<file path="config.mk">
export PLATFORM = sky130hd
export DESIGN_NAME = circuit_2_flat
export DESIGN_NICKNAME = d
export VERILOG_FILES = /design/src/rtl/circuit_2_if.sv /design/src/rtl/circuit_2.sv /design/src/flat_wrapper.sv
export SDC_FILE = /design/constraint.sdc
export NUM_CORES = 1
export LEC_CHECK = 0
export ABC_AREA = 1
export CORE_AREA = 2 2 39 41
export CTS_CLUSTER_SIZE = 12
export DETAILED_ROUTE_END_ITERATION = 10
export DIE_AREA = 0 0 41 43
export PLACE_DENSITY = 0.61
export REMOVE_ABC_BUFFERS = 1
export SLEW_MARGIN = 10
export SYNTH_ARGS = -nofsm -noshare
export SYNTH_HDL_FRONTEND = slang
export SYNTH_SLANG_ARGS = --single-unit
</file>
<file path="constraint.sdc">
create_clock -name clk -period 3.6 [get_ports clk]
set_input_delay 0.36 -clock clk [delete_from_list [all_inputs] [get_ports clk]]
set_output_delay 0.36 -clock clk [all_outputs]
set_load 0.02 [all_outputs]
</file>
<file path="src/rtl/circuit_2_if.sv">
// Operand/result bundle for circuit_2: four function operands in, the
// combinational result plus its registered status outputs back.
interface circuit_2_if;
    localparam int unsigned CNT_W = 5;

    logic             x;
    logic             y;
    logic             w;
    logic             z;
    logic             f;
    logic             f_q;
    logic             f_rise;
    logic [CNT_W-1:0] hit_cnt;

    modport master (
        output x, y, w, z,
        input  f, f_q, f_rise, hit_cnt
    );

    modport slave (
        input  x, y, w, z,
        output f, f_q, f_rise, hit_cnt
    );
endinterface

</file>
<file path="src/rtl/circuit_2.sv">
// Four-input Boolean function with a registered copy, a registered rising-edge
// pulse of that copy and a saturating count of cycles where the copy is high.
module circuit_2 (
    input  logic        clk,
    input  logic        rst,
    circuit_2_if.slave  bus
);
    localparam int unsigned CNT_W = 5;
    localparam logic [CNT_W-1:0] CNT_MAX = '1;

    logic             f_q_r,    f_q_nxt;
    logic             f_q_d_r,  f_q_d_nxt;
    logic             rise_r,   rise_nxt;
    logic [CNT_W-1:0] cnt_r,    cnt_nxt;

    // Pure combinational function; independent of clk and rst.
    assign bus.f = (bus.x & bus.y) | (~bus.y & bus.z) | (bus.w & ~bus.z);

    // The pulse is taken from f_q against its own one-cycle-old copy, so it
    // lands one edge after f_q itself rises.
    always_comb begin
        f_q_nxt   = bus.f;
        f_q_d_nxt = f_q_r;
        rise_nxt  = f_q_r & ~f_q_d_r;
        cnt_nxt   = cnt_r;
        if (f_q_r && (cnt_r != CNT_MAX)) begin
            cnt_nxt = cnt_r + CNT_W'(1);
        end
    end

    always_ff @(posedge clk) begin
        if (rst) begin
            f_q_r   <= 1'b0;
            f_q_d_r <= 1'b0;
            rise_r  <= 1'b0;
            cnt_r   <= '0;
        end else begin
            f_q_r   <= f_q_nxt;
            f_q_d_r <= f_q_d_nxt;
            rise_r  <= rise_nxt;
            cnt_r   <= cnt_nxt;
        end
    end

    assign bus.f_q     = f_q_r;
    assign bus.f_rise  = rise_r;
    assign bus.hit_cnt = cnt_r;
endmodule

</file>
<file path="src/flat_wrapper.sv">
// flat-port wrapper written by rule: the top's interface ports become plain ports
module circuit_2_flat 
  (clk, rst, bus_x, bus_y, bus_w, bus_z, bus_f, bus_f_q, bus_f_rise, bus_hit_cnt);
  circuit_2_if bus_i ();
  input  logic clk;
  input  logic rst;
  input wire logic [$bits(bus_i.x)-1:0] bus_x;
  input wire logic [$bits(bus_i.y)-1:0] bus_y;
  input wire logic [$bits(bus_i.w)-1:0] bus_w;
  input wire logic [$bits(bus_i.z)-1:0] bus_z;
  output wire logic [$bits(bus_i.f)-1:0] bus_f;
  output wire logic [$bits(bus_i.f_q)-1:0] bus_f_q;
  output wire logic [$bits(bus_i.f_rise)-1:0] bus_f_rise;
  output wire logic [$bits(bus_i.hit_cnt)-1:0] bus_hit_cnt;
  assign bus_i.x = bus_x;
  assign bus_i.y = bus_y;
  assign bus_i.w = bus_w;
  assign bus_i.z = bus_z;
  assign bus_f = bus_i.f;
  assign bus_f_q = bus_i.f_q;
  assign bus_f_rise = bus_i.f_rise;
  assign bus_hit_cnt = bus_i.hit_cnt;
  circuit_2 u_core (.clk(clk), .rst(rst), .bus(bus_i));
endmodule
</file>
==> run metrics, run 1 <==
PwrDens=398 mW/mm^2; max_slew headroom=0.853; syn_area_per_cell=7.19 sq um; number of global-route vias before repair=271; Tot GR Track Use=0.0966; Die Y=43 um; main combinational cell family by area after synthesis=simple AND/OR/NAND/NOR gates; H-tree depth=1; antenna cells=0; Post-synth EDFFs=0; crit path launch type=primary input; HP Start=u_core.f_q_d_r$_SDFF_PP0_; die area=0.00176 sq mm; fmax=0.516 GHz; Final HPWL DP=500 um; DR vias/cell=4.20; Synth Register Bits=8; Setup crit end kind=output pin; simple-gate share of the synthesized area=0.304; WL/cell=7.92 um; post-synthesis mux area share=0; Post-Synth XOR/XNOR Area=0; Total Wirelength=626 um; gr ovfl total=0; Synth Area in Compound Gates=0.0704; Max Transition Viols Final=0; reg2reg end=u_core.bus.hit_cnt[2]$_SDFFE_PP0P_; total chip power=0.203 mW; R2R depth=10; FFs w/ async S/R, synth=0; DRC viols=0; CTS sink count=8; Hold EP=u_core.bus.f_rise$_SDFF_PP0_; Hold Path Stages=1; final RePlAce weighted congestion=0.746; IO buf count=13; crit-path max FO=2; Yosys cell types=10; Synth top area share=0.474; Top FF cell, synth=dfxtp_1; cts bufs inserted=3; postcts setup bufs=0; cell row count=14; kind of critical path=in2out; Max VDD drop=155 uV; largest net degree at the start of global routing=6; crit-path max cell delay=0.60 ns; Vias=332; clk buf depth=2; I/O pin total=14; critical path's slowest cell=clkdlybuf4s50_1; worst skew pair latency=0.26 ns; CTS tree=yes; Static Leakage=0.222 nW; period utilization=0.538; sequence of cells on the critical path=clkdlybuf4s50_1 > nand2_1 > nand3_1 > clkdlybuf4s50_1; Clock Skew=0.00345 ns; Clk pin slew, worst setup/hold paths=0.05 ns; adder-cell area share of the yosys netlist=0.0741; Hold Path Class=reg2reg; total negative slack=0 ns; count leader, synth=nor2_1; Worst Path Arrival=1.58 ns; die width=41 um; initial antenna violation count=0; Reg2Reg Setup Slack=2.16 ns; Finish-stage setup viols=0; Core Region=0.00138 sq mm; Cells after Synth=47; status=complete, no violations; Slew @ Worst Pin=0.219 ns; reg-to-reg startpoint=u_core.bus.hit_cnt[0]$_SDFFE_PP0P_; synth top area cells=dfxtp_1, nor2_1, nand2_1; top post-synthesis cells by count=nor2_1, nand2_1, dfxtp_1, inv_1, nand3_1; post-synth top area cell=dfxtp_1; first-pass GRT wire length=1060 um; Area Growth Syn to Fin=51.1%; Final nets=73; minimum clock period=1.94 ns; root buffer cell=clkbuf_4; # hold bufs at CTS=0; ratio of cells with drive above 1 in the final layout=0.0476; Final Hold Violating Endpoints=0; Critical Path RT=3.24 ns; CP most frequent cell=clkdlybuf4s50_1; drt pass-1 iters=4; Starting Density=0.244; sequential area share after synthesis=0.474; Post-Syn Area=338 sq um; CTS resizes=0; Warnings, synthesis=0; Fillers=143; initial DRC count=10; final antenna-violating net count=0; Max Cap Viol=0; unrepaired setup endpoints after global routing=no
==> cells in the final DEF (no fill, tap or decap) <==
cell	netlist	routed
clkbuf_4	0	3
nor2_1	12	12
clkdlybuf4s50_1	0	13
inv_1	7	7
nand2_1	10	10
nor3_1	1	1
nand3_1	3	3
ha_1	2	2
dfxtp_1	8	8
a31oi_1	1	1
o21bai_1	1	1
o21ai_0	2	2
==> routing by layer <==
metal  track usage  wire length, um  share of wire
met1         0.123              307           0.49
met2         0.106              241           0.38
met3        0.0471               56          0.089
met4         0.100               21          0.034
met5             0                0              0
==> sequential cells by signal, summed over array words and instances (netlist names) <==
signal	count
u_core.f_q_d_r	1
u_core.bus.f_q	1
u_core.bus.hit_cnt	5
u_core.bus.f_rise	1
==> worst max-delay path: cells and delay by family <==
kind | cells | cell delay [ns]
buffers and inverters | 2 | 1.07
AND/OR/NAND/NOR | 2 | 0.15
==> logic make-up after synthesis <==
kind of cell | after synthesis
AOI/OAI and AO/OA | 4
and+or+nand+nor | 26
adders and majority gates | 2
DFF | 8
buffers and inverters | 7
==> per-stage QoR <==
step / instance area [sq um] / worst slack, ns / util / hold WS, ns / std cells
finish: 510 / 1.66 / 0.369 / 0.387 / 79
global route: 510 / 1.57 / 0.369 / 0.411 / 79
CTS: 510 / 1.65 / 0.369 / 0.392 / 79
detailed placement: 488 / 1.66 / 0.353 / 0.385 / 76
global placement: 488 / 1.66 / 0.353 / 0.380 / 76
floorplan: 338 / 2.21 / - / 0.374 / 47
==> worst max-delay path by stage <==
stage | from | to | slack (ns) | depth (start not counted)
after CTS | bus_y | bus_f | 1.65 | 4
after floorplan | u_core.bus.hit_cnt[0]$_SDFFE_PP0P_ | u_core.bus.hit_cnt[2]$_SDFFE_PP0P_ | 2.21 | 10
after global routing | bus_y | bus_f | 1.57 | 4
after global placement | bus_y | bus_f | 1.66 | 4
after detailed placement | bus_y | bus_f | 1.66 | 4
final | bus_y | bus_f | 1.66 | 4
==> where the power goes <==
part	internal (mW)	total, mW	switching (mW)
logic	0.0184	0.0360	0.0177
clock network	0.0382	0.0696	0.0314
registers	0.0937	0.0975	0.00378
total	0.150	0.203	0.0529
==> layout make-up <==
class / count / area (sq um) / area share
Timing Repair Buffer: 13 / 130 / 0.255
Tap cell: 16 / 20.0 / 0.0392
Sequential cell: 8 / 160 / 0.314
Multi-Input combinational cell: 32 / 151 / 0.297
Inverter: 7 / 26.3 / 0.0515
Clock buffer: 3 / 22.5 / 0.0441
Note: power is estimated with default switching activity, not from simulation.
==> inputs of run 2 (changes only) <==
- PLACE_DENSITY: 0.61 -> 0.63
- clock period: 3.6 -> 1.55 ns (I/O delays scaled with it)
==> run 2 against run 1 <==
Effect of this change: non-clock buffer count is the same; design area grew 0.74%; sequential cell count is the same; cell count is the same; power grew 130%; combinational power grew 130%; count of clock-buffer cells in the layout is the same; die area is the same; hold slack gained 0.0090 ns; clock skew grew 0.0014 ns.
==> run metrics, run 2 (synthesized netlist as in run 1, its figures left out) <==
Clock Skew=0.00481 ns; worst hold-check slack=0.396 ns; # hold bufs at CTS=0; Tot GR Track Use=0.102; CTS sink count=8; DRC viols=0; reg-to-reg startpoint=u_core.bus.hit_cnt[0]$_SDFFE_PP0P_; DR vias/cell=4.24; status=complete, no violations; Reg2Reg Setup Slack=0.15 ns; Area Growth Syn to Fin=52.2%; largest net degree at the start of global routing=6; crit path launch type=register; cts bufs inserted=3; Max Cap Viol=0; first-pass GRT wire length=1150 um; I/O pin total=14; CP bufs+invs=1; antenna cells=0; drt pass-1 iters=3; Hold Path Class=reg2reg; Slew @ Worst Pin=0.218 ns; crit-path max cell delay=0.63 ns; DR WL met3=50 um; Vias=335; die width=41 um; Hold Path Stages=1; Setup crit end kind=output pin; R2R depth=10; final antenna-violating net count=0; crit-path max FO=4; HP Start=u_core.f_q_d_r$_SDFF_PP0_; Clk pin slew, worst setup/hold paths=0.06 ns; number of global-route vias before repair=291; CP delay by family, top=buffers and inverters; Critical Path RT=1.39 ns; CTS tree=yes; Final nets=73; Static Leakage=0.222 nW; postcts setup bufs=0; Starting Density=0.244; Final HPWL DP=520 um; metal2 WL=277 um; highest routed layer=met4; root buffer cell=clkbuf_4; gr ovfl total=0; initial DRC count=6; Core Region=0.00138 sq mm; Finish-stage setup viols=0; Max Transition Viols Final=0; sequence of cells on the critical path=clkdlybuf4s50_1; Util after Layout=0.372; commonest non-fill, non-tap cell in the layout=clkdlybuf4s50_1; clk buf depth=2; Hold EP=u_core.bus.f_rise$_SDFF_PP0_; Worst Path Arrival=1.26 ns; WL/cell=8.34 um; initial antenna violation count=0; worst skew pair latency=0.25 ns; PwrDens=910 mW/mm^2; cell row count=14; minimum clock period=1.41 ns; critical path's slowest cell=clkdlybuf4s50_1; die area=0.00176 sq mm; Max VDD drop=401 uV; final RePlAce weighted congestion=0.721; period utilization=0.913; Die Y=43 um; Total Wirelength=659 um; Fillers=150; IO buf count=13; Final Hold Violating Endpoints=0; max_slew headroom=0.854; fmax=0.707 GHz; most frequent cells in the layout=clkdlybuf4s50_1, nor2_1, nand2_1; reg2reg end=u_core.bus.hit_cnt[3]$_SDFFE_PP0P_; Post-Route M1 WL=323 um; H-tree depth=1; ratio of cells with drive above 1 in the final layout=0.0952; kind of critical path=reg2out; max reg flops=5
[run 2: changes by cell type in the layout (fill, tap and decap cells not counted), sizes merged]
cell	change
clkdlybuf4s50	-1
dlygate4sd2	+1
[run 2: repair_timing]
item | in CTS | in global routing
hold endpoints to repair | 0 | 0
endpoints found under the setup margin | 1 | 2
gates resized for setup | 1 | 3
[run 2: cell type report]
class | instances | area (sq um) | share of cell area
multi-input combinational | 32 | 156 | 0.304
clock buffer | 3 | 22.5 | 0.0438
sequential | 8 | 160 | 0.311
inverter | 7 | 26.3 | 0.0511
timing repair buffer | 13 | 129 | 0.251
tap | 16 | 20.0 | 0.0389
[run 2: per-stage QoR]
| stage | TNS [ns] | cell area (sq um) | setup WS (ns) | cells | total power [mW] |
|---|---|---|---|---|---|
| after CTS | 0 | 509 | 0.0969 | 79 | 0.480 |
| after floorplan | 0 | 338 | 0.164 | 47 | 0.271 |
| final | 0 | 514 | 0.135 | 79 | 0.468 |
| after global routing | -0.00893 | 514 | -0.00893 | 79 | 0.503 |
| after global placement | 0 | 488 | 0.0175 | 76 | 0.315 |
| after detailed placement | 0 | 488 | 0.00739 | 76 | 0.316 |
[run 2: worst max path at each step]
stage                                        from                                  to  slack (ns)  cells past startpoint
2_1_floorplan  u_core.bus.hit_cnt[0]$_SDFFE_PP0P_  u_core.bus.hit_cnt[2]$_SDFFE_PP0P_        0.16                     10
3_3_place_gp                                bus_y                               bus_f        0.02                      4
3_5_place_dp                                bus_z                               bus_f       0.007                      4
4_1_cts        u_core.bus.hit_cnt[0]$_SDFFE_PP0P_  u_core.bus.hit_cnt[2]$_SDFFE_PP0P_         0.1                     10
5_1_grt        u_core.bus.hit_cnt[0]$_SDFFE_PP0P_  u_core.bus.hit_cnt[3]$_SDFFE_PP0P_      -0.009                     10
6_report                u_core.bus.f_q$_SDFF_PP0_                             bus_f_q        0.14                      1
[run 2: per-layer routing]
layer / vias to the layer above / GRT usage
met4: 0 / 0.0800
li1: 180 / -
met3: 2 / 0.0471
met1: 140 / 0.134
met2: 13 / 0.122
met5: - / 0
[run 2: power breakdown]
group	total [mW]	leakage, nW	switching, mW	internal [mW]
clock network	0.158	0.0138	0.0694	0.0885
logic	0.0833	0.142	0.0417	0.0415
registers	0.227	0.0657	0.00929	0.218
total	0.468	0.222	0.120	0.348
